$ cat config.mk
export PLATFORM = sky130hd
export DESIGN_NAME = cache_trace_driver
export DESIGN_NICKNAME = d
export VERILOG_FILES = /design/src/rtl/cache_sim_pkg.sv /design/src/rtl/sat_counter.sv /design/src/rtl/cache_trace_driver.sv
export SDC_FILE = /design/constraint.sdc
export NUM_CORES = 1
export LEC_CHECK = 0
export ABC_AREA = 1
export BUFFER_PORTS_ARGS = -buffer_cell sky130_fd_sc_hd__buf_2
export CAP_MARGIN = 20
export CORE_AREA = 2 2 123 245
export DETAILED_ROUTE_END_ITERATION = 8
export DIE_AREA = 0 0 125 247
export GPL_TIMING_DRIVEN = 0
export PLACE_DENSITY = 0.68
export SLEW_MARGIN = 20
export SYNTH_ARGS = -nofsm -noshare
export SYNTH_HDL_FRONTEND = slang
export SYNTH_HIERARCHICAL = 1
export SYNTH_SLANG_ARGS = --single-unit
$ cat constraint.sdc
create_clock -name clk -period 2.8 [get_ports clk]
set_input_delay 0.7 -clock clk [delete_from_list [all_inputs] [get_ports clk]]
set_output_delay 0.7 -clock clk [all_outputs]
set_load 0.005 [all_outputs]
$ cat src/rtl/cache_sim_pkg.sv
// Shared types and default widths for the cache simulation blocks.
package cache_sim_pkg;

    localparam int CACHE_ADDR_W = 32;
    localparam int STAT_CNT_W   = 32;

    typedef enum logic [2:0] {
        IDLE,
        FETCH,
        ISSUE,
        WAIT,
        FINISH
    } drv_state_t;

endpackage

$ cat src/rtl/sat_counter.sv
// Saturating up-counter; clear wins over increment, value sticks at all-ones.
module sat_counter #(
    parameter int W = 32
) (
    input  logic         clk,
    input  logic         rst_n,
    input  logic         clr,
    input  logic         inc,
    output logic [W-1:0] q
);

    always_ff @(posedge clk or negedge rst_n) begin
        if (!rst_n) begin
            q <= '0;
        end else if (clr) begin
            q <= '0;
        end else if (inc && (q != {W{1'b1}})) begin
            q <= q + 1'b1;
        end
    end

endmodule

$ cat src/rtl/cache_trace_driver.sv
// Plays a trace from an external synchronous ROM into a cache under test and
// gathers saturating reference/hit/miss/cycle statistics.
module cache_trace_driver
    import cache_sim_pkg::*;
#(
    parameter int ADDR_W = CACHE_ADDR_W,
    parameter int IDX_W  = 16,
    parameter int CNT_W  = STAT_CNT_W
) (
    input  logic              clk,
    input  logic              rst_n,
    input  logic              start,
    input  logic [IDX_W:0]    trace_len,
    output logic [IDX_W-1:0]  mem_idx,
    input  logic [ADDR_W-1:0] mem_data,
    output logic              req_valid,
    output logic [ADDR_W-1:0] req_addr,
    input  logic              req_ready,
    input  logic              rsp_valid,
    input  logic              rsp_hit,
    output logic              busy,
    output logic              done,
    output logic              err,
    output logic [CNT_W-1:0]  ref_count,
    output logic [CNT_W-1:0]  hit_count,
    output logic [CNT_W-1:0]  miss_count,
    output logic [CNT_W-1:0]  cycle_count
);

    drv_state_t        state_reg, state_next;
    logic [IDX_W:0]    index_reg, index_next;
    logic [IDX_W:0]    len_reg, len_next;
    logic [IDX_W:0]    idx_inc;
    logic [ADDR_W-1:0] req_addr_reg, req_addr_next;
    logic              req_valid_reg, req_valid_next;
    logic              err_reg, err_next;
    logic              start_ok;
    logic              rsp_take;
    logic [3:0]        cnt_inc;
    logic [CNT_W-1:0]  cnt_q [4];

    assign idx_inc = index_reg + 1'b1;

    always_ff @(posedge clk or negedge rst_n) begin
        if (!rst_n) begin
            state_reg     <= IDLE;
            index_reg     <= '0;
            len_reg       <= '0;
            req_addr_reg  <= '0;
            req_valid_reg <= 1'b0;
            err_reg       <= 1'b0;
        end else begin
            state_reg     <= state_next;
            index_reg     <= index_next;
            len_reg       <= len_next;
            req_addr_reg  <= req_addr_next;
            req_valid_reg <= req_valid_next;
            err_reg       <= err_next;
        end
    end

    always_comb begin
        state_next     = state_reg;
        index_next     = index_reg;
        len_next       = len_reg;
        req_addr_next  = req_addr_reg;
        req_valid_next = req_valid_reg;
        start_ok       = 1'b0;
        rsp_take       = 1'b0;
        case (state_reg)
            IDLE: begin
                if (start) begin
                    start_ok   = 1'b1;
                    len_next   = trace_len;
                    index_next = '0;
                    state_next = (trace_len == '0) ? FINISH : FETCH;
                end
            end
            FETCH: begin
                req_addr_next  = mem_data;
                req_valid_next = 1'b1;
                state_next     = ISSUE;
            end
            ISSUE: begin
                if (req_ready) begin
                    req_valid_next = 1'b0;
                    state_next     = WAIT;
                end
            end
            WAIT: begin
                if (rsp_valid) begin
                    rsp_take = 1'b1;
                    if (idx_inc == len_reg) begin
                        state_next = FINISH;
                    end else begin
                        index_next = idx_inc;
                        state_next = FETCH;
                    end
                end
            end
            FINISH:  state_next = IDLE;
            default: state_next = IDLE;
        endcase
    end

    // A response outside WAIT (including the handshake cycle itself) is a protocol error.
    always_comb begin
        err_next = err_reg;
        if (start_ok) begin
            err_next = 1'b0;
        end
        if (rsp_valid && (state_reg != WAIT)) begin
            err_next = 1'b1;
        end
    end

    // The ROM has one cycle of latency, so the index is presented a cycle before FETCH.
    always_comb begin
        case (state_reg)
            IDLE:    mem_idx = '0;
            WAIT:    mem_idx = idx_inc[IDX_W-1:0];
            default: mem_idx = index_reg[IDX_W-1:0];
        endcase
    end

    assign cnt_inc = {busy, rsp_take & ~rsp_hit, rsp_take & rsp_hit, rsp_take};

    generate
        for (genvar gi = 0; gi < 4; gi++) begin : g_cnt
            sat_counter #(.W(CNT_W)) u_cnt (
                .clk   (clk),
                .rst_n (rst_n),
                .clr   (start_ok),
                .inc   (cnt_inc[gi]),
                .q     (cnt_q[gi])
            );
        end
    endgenerate

    assign ref_count   = cnt_q[0];
    assign hit_count   = cnt_q[1];
    assign miss_count  = cnt_q[2];
    assign cycle_count = cnt_q[3];

    assign busy      = (state_reg != IDLE);
    assign done      = (state_reg == FINISH);
    assign err       = err_reg;
    assign req_valid = req_valid_reg;
    assign req_addr  = req_addr_reg;

endmodule

==> results of run 1 <==
==> kinds of logic after synthesis <==
family,synth area share
muxes,0.00175
xor gates and xnor gates,0.0272
buffers and inverters,0.0761
AOI/OAI and AO/OA,0.0531
DFF,0.386
and+or+nand+nor,0.450
adders and majority gates,0.00582
==> worst max-delay path, stage by stage (launching register included) <==
cell and delay (ns):
dfrtp_1 0.44, ha_1 0.22, nand2_2 0.10, nor2_4 0.17, buf_4 0.15, nand2_4 0.06, nand2_1 0.10, a21oi_2 0.06
o21bai_1 0.17, buf_2 0.13
==> layer usage <==
layer / vias to the layer above / GRT usage / part of all wire
li1: 6593 / - / -
met1: 6048 / 0.328 / 0.44
met2: 440 / 0.409 / 0.47
met3: 61 / 0.0528 / 0.065
met4: 0 / 0.0840 / 0.023
met5: - / 0 / 0
==> through the flow <==
stage	std cells	setup TNS, ns	area [um^2]	utilization
4_1_cts	2562	-0.00807	15300	0.524
3_5_place_dp	2520	-120.06	14600	0.500
5_1_grt	2565	-0.418	15400	0.527
3_3_place_gp	2518	-625.93	14500	0.498
6_report	2566	0	15400	0.527
2_1_floorplan	1920	0	12900	-
==> worst min-delay path by stage <==
stage,slack (ns),from,endpoint,depth (start not counted)
after global placement,0.45,req_addr[17],req_addr[17],2
after floorplan,0.40,rst_n,err,0
after CTS,0.12,rst_n,index_reg[6],1
final,0.12,rst_n,index_reg[6],1
after detailed placement,0.45,req_addr[10],req_addr[10],2
after global routing,0.14,rst_n,index_reg[6],1
==> report_power, final <==
group          switching (W)  internal [W]  leakage, nW
clock                0.00126       0.00127        0.288
sequential          0.000615       0.00349         2.66
combinational        0.00261       0.00149         4.93
total                0.00449       0.00625         7.88
==> what timing repair did <==
item	4_1_cts	5_1_grt
setup buffers	10	3
resized for setup	13	25
setup endpoints to repair	159	108
pin swaps	4	6
==> area by class of cell <==
type	count	area (um^2)	area share
multi-input cells	1497	7020	0.457
flip-flops and latches	199	4990	0.324
repair buffers	249	1340	0.0870
inverters	177	666	0.0433
well taps	364	455	0.0296
clock buffers	17	425	0.0277
plain buffers	47	327	0.0212
clock inverters	15	154	0.0100
diodes	1	2.50	0.000163
==> synthesized netlist by cell type (all sizes together) <==
cell and number:
a21oi 24, o21ai 84, nor4 4, ha 6
nand4 40, nand2 805, o211ai 2, xnor2 17
or2 4, a31o 2, inv 176, dfrtp 199
nand3 185, clkbuf 20, mux2 2, buf 27
xor2 23, o21bai 7, o22ai 4, and2 1
clkinv 1, nor2 272, nor3 6, and3 1
a22oi 4, nand3b 4
==> run metrics, run 1 <==
Synth Warn #=6; Fill cells=2922; via/cell ratio=5.12; WP data required=2.10 ns; I/O Buffers=234; final hold viol count=0; drt drc=0; startpoint types=register; slew margin rel.=0.435; leading cell type in the layout, fill and taps excluded=nand2_1; number of nets in the layout=2249; outcome=complete, no violations; GR Overflow Total=0; Inserted Clock Buffers=17; initial DRC count=852; initial antenna violation count=1; clk_skew=0.00956 ns; cells after synthesis=1920; Tot GR Track Use=0.249; worst path arrival time=2.08 ns; R2R Path Start=state_reg[0]; Die Area=30900 um^2; TritonCTS sink count=199; Setup crit end=mem_idx[8]; Syn-to-layout area delta=19.2%; final setup fails=0; net count after synthesis=1981; H-tree depth=4; CORE AREA=29200 um^2; Clk Latency, worst-skew pair=0.46 ns; crit path capture type=primary output; minimum clock period=2.78 ns; hold slack=0.125 ns; largest net degree at the start of global routing=95; share of cells above drive strength 1=0.192; max FFs per register=128; width of the die=125 um; Post-Syn Area per Cell=6.72 um^2; Clock transition at path regs=0.08 ns; CTS tree=built; VDD IR max=0.646 mV; top cell type's share of synthesized area=0.386; final setup margin=0.0176 ns; reg2reg end=g_cnt[3].u_cnt/q[21]; die height=247 um; Yosys reg bits=199; critical path type=register to primary output; RSZ-0062 raised after global routing=true; maxcap violations=0; flop-to-flop setup slack=0.27 ns; worst slack, placed=-1.01 ns; Pre-antenna DRT Iters=5; DR WL/cell=14.9 um; Power Total=0.0107 W; PD cells=698 nW/um^2; GP Congestion=0.897; Leakage=7.88 nW; first-pass GRT wire length=62800 um; area leader, netlist=dfrtp_1; final worst path period share=0.994; crit path from=index_reg[1]; routed vias=13142; sequential element share of the synthesized area=0.386; Hold Buf Count CTS=0; Rows=89; io pins=235; vias in the first global route=12454; Hold Path Class=primary input to async pin; leading cell types by total area after synthesis=dfrtp_1 39%, nand2_1 22%, nand3_1 7.2%; Pins Over Slew Limit=0; fmax=359 MHz; Tightest Pin Transition=0.841 ns; Cell variety after synth=40; Total Wirelength=38300 um; maximum buffer depth of the clock tree=2; Synth Cell Area=12900 um^2; post-detailed-route count of antenna-violating nets=0; Initial Util=0.442; clk root buf=clkbuf_16; most frequent cells in the layout=768 x nand2_1, 238 x buf_2, 231 x nor2_1; worst reg-to-reg path cell count=8; DPL Wire Length=28800 um; crit-path max FO=7
Note: power is estimated with default switching activity, not from simulation.
==> inputs of run 2 (changes only) <==
- PLACE_DENSITY: 0.68 -> 0.66
- clock period: 2.8 -> 3.1 ns (I/O delays scaled with it)
==> run metrics, run 2 (synthesis gave the netlist of run 1 again) <==
initial DRC count=908; max FFs per register=128; Final TNS setup=0 ns; final setup fails=0; Rows=89; Tightest Pin Transition=0.993 ns; DP Area=14600 um^2; Pre-antenna DRT Iters=7; Crit path max-delay family=buffers and inverters; CTS tree=built; Clk Latency, worst-skew pair=0.46 ns; initial antenna violation count=4; I/O Buffers=234; clk_skew=0.0110 ns; Pins Over Slew Limit=0; CORE AREA=29200 um^2; final instance area=15200 um^2; Total Wirelength=38400 um; CP max-delay cell=clkbuf_1; die height=247 um; width of the die=125 um; clk root buf=clkbuf_16; maxcap violations=0; via/cell ratio=5.12; Die Area=30900 um^2; Initial Util=0.442; worst path arrival time=2.26 ns; post-detailed-route count of antenna-violating nets=0; leading cell type in the layout, fill and taps excluded=nand2_1; Leakage=7.81 nW; worst-path cell chain=inv_1, nor3_4, inv_1, clkbuf_1, nor2_1, a31o_2, buf_2; first-pass GRT wire length=62600 um; n_diodes=0; Tot GR Track Use=0.251; startpoint types=register; outcome=complete, no violations; minimum clock period=3.03 ns; Syn-to-layout area delta=18.3%; vias in the first global route=12236; H-tree depth=4; maximum buffer depth of the clock tree=2; drt drc=0; PD cells=633 nW/um^2; io pins=235; RSZ-0062 raised after global routing=false; worst path bufs/invs=4; register area=4980 um^2; largest net degree at the start of global routing=82; number of nets in the layout=2240; Hold Path Class=primary input to async pin; slew margin rel.=0.333; Largest stage delay, worst path=0.53 ns; Inserted Clock Buffers=17; most used cell, CP=inv_1; WP data required=2.32 ns; Hold Buf Count CTS=0; VDD IR max=0.597 mV; Clock transition at path regs=0.08 ns; TritonCTS sink count=199; DPL Wire Length=29300 um; critical path type=register to primary output; area of the multi-input gates=6960 um^2; Fill cells=2990; crit-path max FO=10; share of cells above drive strength 1=0.180; fmax=330 MHz; crit path capture type=primary output; final worst path period share=0.978; final hold viol count=0; most frequent cells in the layout=771 x nand2_1, 237 x buf_2, 233 x nor2_1; DR WL/cell=15.0 um; GR Overflow Total=0; GP Congestion=0.938; routed vias=13096
[run 2: area by class of cell]
class / instances / area share
plain buffers: 47 / 0.0209
clock buffers: 19 / 0.0290
clock inverters: 13 / 0.00886
inverters: 177 / 0.0436
multi-input cells: 1497 / 0.457
flip-flops and latches: 199 / 0.327
well taps: 364 / 0.0299
repair buffers: 240 / 0.0843
[run 2: timing repair]
item,in CTS,in global routing
resized for setup,3,8
endpoints found under the setup margin,144,58
setup buffers,3,0
pin swaps,1,1
[run 2: metal layers]
metal,track usage,vias up,share of wire
met2,0.408,393,0.47
met1,0.329,6052,0.44
met4,0.0879,8,0.026
met5,0,-,0.0015
met3,0.0591,67,0.065
li1,-,6576,-
[run 2: power breakdown]
part	switching (W)	leakage, nW	internal, W	total [W]
clock network	0.00112	0.271	0.00115	0.00227
logic	0.00235	4.87	0.00133	0.00368
registers	0.000552	2.67	0.00316	0.00371
[run 2: worst register-to-register path: stages (launching register included)]
cell and delay, ns:
dfrtp_1 0.41, inv_1 0.10, nor3_4 0.22, inv_1 0.10, clkbuf_1 0.29, nor2_1 0.56
inv_1 0.08, a21oi_1 0.38, buf_2 0.33, nand4_1 0.13, nand2_1 0.09
[run 2: worst paths after layout]
check	startpoint	cells past startpoint	endpoint	slack (ns)
setup reg to reg	state_reg[1]	10	g_cnt[0].u_cnt/q[29]	0.36
min in group clk	req_addr[27]	2	req_addr[27]	0.47
hold reg to reg	req_addr[27]	2	req_addr[27]	0.47
hold / removal	rst_n	1	len_reg[5]	0.25
max in group asynchronous	rst_n	3	g_cnt[3].u_cnt/q[2]	1.78
setup / recovery	state_reg[1]	7	mem_idx[10]	0.07
[run 2: stage by stage]
step | std cells | power, W | utilization | hold slack, ns | setup slack [ns]
after floorplan | 1920 | 0.00590 | - | 0.454 | 0.266
after global placement | 2518 | 0.00732 | 0.498 | 0.450 | -2.38
after detailed placement | 2521 | 0.00739 | 0.501 | 0.455 | -0.467
after CTS | 2556 | 0.00974 | 0.522 | 0.267 | 0.0372
after global routing | 2556 | 0.0103 | 0.523 | 0.297 | 0.0000853
final | 2556 | 0.00966 | 0.523 | 0.248 | 0.0671
